$ cat src/rtl/sipo_deser.sv
// Serial-in parallel-out deserializer.
// LSB-first word assembly feeding a small output FIFO.
module sipo_deser #(
  parameter int WIDTH = 4,
  parameter int DEPTH = 2
) (
  input  logic             clk_i,
  input  logic             rst_i,
  input  logic             ser_valid_i,
  input  logic             ser_data_i,
  output logic [WIDTH-1:0] data_o,
  output logic             valid_o,
  input  logic             ready_i,
  output logic             frame_err_o,
  output logic             ovf_o
);

  localparam int CW = (WIDTH > 1) ? $clog2(WIDTH) : 1;
  localparam int AW = (DEPTH > 1) ? $clog2(DEPTH) : 1;

  localparam logic [0:0] IDLE  = 1'b0;
  localparam logic [0:0] SHIFT = 1'b1;

  logic [0:0]       state;
  logic [CW-1:0]    cnt;
  logic [WIDTH-1:0] asm_q;
  logic [WIDTH-1:0] word;
  logic             last;

  logic [WIDTH-1:0] mem [DEPTH];
  logic [AW-1:0]    wr_ptr;
  logic [AW-1:0]    rd_ptr;
  logic [AW:0]      count;
  logic             full;
  logic             pop;
  logic             push_ok;

  assign last    = ser_valid_i && (cnt == CW'(WIDTH - 1));
  assign full    = (count == (AW + 1)'(DEPTH));
  assign valid_o = (count != '0);
  assign pop     = valid_o && ready_i;
  // A full buffer still accepts when the head leaves on the same edge
  assign push_ok = last && (!full || pop);
  assign data_o  = valid_o ? mem[rd_ptr] : '0;

  // Assembly register with the incoming bit merged at the current index
  always_comb begin
    word      = asm_q;
    word[cnt] = ser_data_i;
  end

  // Frame FSM: bit counter, assembly register and abort detection
  always_ff @(posedge clk_i or posedge rst_i) begin
    if (rst_i) begin
      state       <= IDLE;
      cnt         <= '0;
      asm_q       <= '0;
      frame_err_o <= 1'b0;
    end else begin
      frame_err_o <= (state == SHIFT) && !ser_valid_i;
      if (ser_valid_i && !last) begin
        state <= SHIFT;
        cnt   <= cnt + 1'b1;
        asm_q <= word;
      end else begin
        state <= IDLE;
        cnt   <= '0;
        asm_q <= '0;
      end
    end
  end

  // Buffer pointers, occupancy and sticky overflow flag
  always_ff @(posedge clk_i or posedge rst_i) begin
    if (rst_i) begin
      wr_ptr <= '0;
      rd_ptr <= '0;
      count  <= '0;
      ovf_o  <= 1'b0;
    end else begin
      if (push_ok) begin
        wr_ptr <= wr_ptr + 1'b1;
      end
      if (pop) begin
        rd_ptr <= rd_ptr + 1'b1;
      end
      if (push_ok && !pop) begin
        count <= count + 1'b1;
      end else if (!push_ok && pop) begin
        count <= count - 1'b1;
      end
      if (last && full && !pop) begin
        ovf_o <= 1'b1;
      end
    end
  end

  // Buffer storage; contents are only visible while occupied
  always_ff @(posedge clk_i) begin
    if (push_ok) begin
      mem[wr_ptr] <= word;
    end
  end

endmodule

$ cat config.mk
export PLATFORM = sky130hd
export DESIGN_NAME = sipo_deser
export DESIGN_NICKNAME = d
export VERILOG_FILES = /design/src/rtl/sipo_deser.sv
export SDC_FILE = /design/constraint.sdc
export NUM_CORES = 1
export LEC_CHECK = 0
export CORE_AREA = 2 2 46 48
export CTS_BUF_LIST = sky130_fd_sc_hd__clkbuf_8
export DETAILED_ROUTE_END_ITERATION = 12
export DIE_AREA = 0 0 48 50
export GPL_TIMING_DRIVEN = 0
export PLACE_DENSITY_LB_ADDON = 0.3
export SETUP_SLACK_MARGIN = 0.1
export SLEW_MARGIN = 0
export SYNTH_ARGS = -nofsm -noshare
export SYNTH_HDL_FRONTEND = slang
export SYNTH_SLANG_ARGS = --single-unit
$ cat constraint.sdc
create_clock -name clk_i -period 2.9 [get_ports clk_i]
set_input_delay 0.87 -clock clk_i [delete_from_list [all_inputs] [get_ports clk_i]]
set_output_delay 0.87 -clock clk_i [all_outputs]
set_load 0.1 [all_outputs]
==> results of run 1 <==
[layout by cell type (no fill, tap or decap)]
| cell type | synthesis | routed |
|---|---|---|
| nor3_1 | 1 | 1 |
| a31o_1 | 1 | 1 |
| inv_1 | 4 | 5 |
| nor2b_1 | 1 | 1 |
| xnor2_1 | 2 | 2 |
| clkbuf_8 | 0 | 3 |
| nor3b_2 | 1 | 1 |
| mux2i_1 | 4 | 4 |
| and2_1 | 7 | 7 |
| dfrtp_1 | 13 | 13 |
| nand2_1 | 1 | 1 |
| buf_2 | 1 | 1 |
| dlygate4sd2_1 | 0 | 5 |
| xor2_1 | 3 | 3 |
| nor2_2 | 1 | 1 |
| ha_1 | 5 | 5 |
| edfxtp_1 | 8 | 8 |
| clkdlybuf4s50_1 | 0 | 6 |
| o21ai_1 | 1 | 1 |
| and2b_1 | 1 | 1 |
| nor2_1 | 6 | 6 |
| mux2_2 | 4 | 4 |
[cells in the mapped netlist]
library cell  instances
and2_1                7
inv_1                 4
xnor2_1               2
xor2_1                3
mux2_2                4
o21ai_1               1
nor3_1                1
dfrtp_1              13
nand2_1               1
nor3b_2               1
and2b_1               1
nor2b_1               1
nor2_2                1
ha_1                  5
edfxtp_1              8
buf_2                 1
a31o_1                1
mux2i_1               4
nor2_1                6
[layer usage]
metal  up-vias  global-route usage (%)
li1        245                       -
met1       215                    16.9
met2         6                    19.6
met3         2                    3.30
met4         0                    6.76
met5         -                       0
[logic make-up (layout without fill, tap and decap cells)]
family          count (synthesis)  count (layout)  share of synthesized area, %
fa+ha+maj                       5               5                          6.96
simple gates                   19              19                          12.0
xor+xnor                        5               5                          4.88
compound gates                  2               2                          1.53
buf+inv                         5              20                          2.23
mux                             8               8                          9.47
flops                          21              21                          63.0
[worst reg2reg max path: stages (launching register included)]
cell and delay (ns):
dfrtp_1 0.45, nor3b_2 0.32, nor2_2 0.10, ha_1 0.31
nor2_1 0.14, xor2_1 0.15
[state kept, by name, indices dropped and copies added (netlist names)]
register	count
ovf_o	1
rd_ptr	1
wr_ptr	1
mem	8
count	2
state	1
frame_err_o	1
cnt	2
asm_q	4
[per-stage QoR]
step,setup slack [ns],instance area (um^2),std cells
floorplan,0.166,898,65
global placement,0.197,1040,103
detailed placement,0.175,1040,103
CTS,0.178,1080,107
global route,0.100,1080,107
finish,0.198,1080,107
[repair_timing]
| item | CTS | global route |
|---|---|---|
| hold buffers | 0 | 0 |
| gates resized for setup | 5 | 0 |
| endpoints found under the setup margin | 5 | 0 |
[how the worst max path moves through the flow]
| stage | start | end | slack, ns |
|---|---|---|---|
| after floorplan | rd_ptr | data_o[0] | 0.17 |
| after global placement | rd_ptr | data_o[2] | 0.20 |
| after detailed placement | rd_ptr | data_o[3] | 0.17 |
| after CTS | rd_ptr | data_o[3] | 0.18 |
| after global routing | rd_ptr | data_o[1] | 0.10 |
| final | rd_ptr | data_o[3] | 0.20 |
[area by class of cell]
cell class	instances	area (um^2)
buffer	1	5.00
clock buffer	3	41.3
clock inverter	1	3.75
fill	175	821
inverter	4	15.0
multi-input combinational	39	313
sequential	21	566
tap	27	33.8
timing repair buffer	11	104
==> run summary, run 1 <==
top post-synthesis cells by area: dfrtp_1 (36%), edfxtp_1 (27%), ha_1 (7.0%)
Via Count: 468
Placer Congestion: 0.682
flops & latches, synth: 21
first-pass GRT wire length: 2100 um
max-slew violation count: 0
clk slew on worst S/H paths: 0.07 ns
DRT iter0 DRCs: 5
n_diodes: 0
Slowest cell on crit path: dlygate4sd2_1
first-pass iteration count of the detailed router: 3
CP delay by family, top: buffers and inverters
WS Path Type: register to output port
clock tree sinks: 21
initial antenna violation count: 0
WL final: 1210 um
Via density: 4.37
die width: 48 um
Worst path max stage delay: 0.86 ns
Chip Height: 50 um
Total GRT Usage: 13.1%
Clock Tree Buf Depth: 2
io pins: 12
Clock Latency Late Sink: 0.25 ns
register area share after synthesis: 63.0%
setup TNS: 0 ns
Post-DRT Antenna Nets: 0
drt drc: 0
Setup Skew: 0.00330 ns
CTS Root Cell: clkbuf_8
core area: 1900 um^2
Top Metal Used: met4
Final Hold Fails: 0
max-cap violations: 0
largest net degree at the start of global routing: 14
Post-DP HPWL: 913 um
CTS tree: built
measured slew at the worst slew-check pin: 0.966 ns
post-synthesis cell count: 65
CP Launch Type: register
syn avg cell area: 13.8 um^2
WL per Instance: 11.3 um
Final Core Density: 56.8%
CP Max Fanout: 5
Cells on Worst Hold Path: 1
final setup vio count: 0
cell taking the most area after synthesis: dfrtp_1
worst r2r path cells: 5
routed length on met3: 26 um
# Post-CTS Setup Buffers: 0
GRT Residual Overflow: 0
min Tclk post-route: 2.70 ns
Metal-1 WL: 574 um
nets: 91
Synth warnings: 0
area delta synth->final: 20.3%
syn nets: 75
share of the synthesized area in the top cell type: 36.2%
run status: finished, final reports clean
initial core utilization: 47.2%
WP data required: 2.03 ns
worst r2r dst: count[1]
Synth cell types: 19
WHS Endpoint: frame_err_o
Min-Delay Path Class: register to register
Max-slew headroom: 35.4%
Arr. time, crit path: 1.83 ns
# rows: 16
Levels on crit path: 4
die area: 2400 um^2
vias in the first global route: 466
worst r2r src: count[0]
RSZ-0062 raised after global routing: no
mapped cell area: 898 um^2
fin crit share: 93.2%
Buffers on Ports: 11
crit path buf inv count: 2
final hold slack: 0.465 ns
met2 WL: 586 um
Critical Path, Cell by Cell: buf_2 > mux2i_1 > nor2_1 > dlygate4sd2_1
share of cells above drive strength 1: 12.5%
Critical Path End Type: output port
reg2reg setup slack: 1.36 ns
H-tree levels: 1
hold_sp: state
achievable clock frequency: 0.370 GHz
CTS buffer count: 3
Power of run 1 is left out: the tool's default activity adds up to more than one toggle a clock period on the data nets, which glitch-free logic cannot reach.
==> run 2: changes to the inputs <==
--- a/config.mk
+++ b/config.mk
@@ -12,7 +12,7 @@
 export GPL_TIMING_DRIVEN = 0
 export PLACE_DENSITY_LB_ADDON = 0.3
 export SETUP_SLACK_MARGIN = 0.1
-export SLEW_MARGIN = 0
+export SLEW_MARGIN = 20
 export SYNTH_ARGS = -nofsm -noshare
 export SYNTH_HDL_FRONTEND = slang
 export SYNTH_SLANG_ARGS = --single-unit
==> results of run 2 <==
Final layout, timing and power as in run 1 (identical DEF).
Power of run 2 is left out for the same reason.
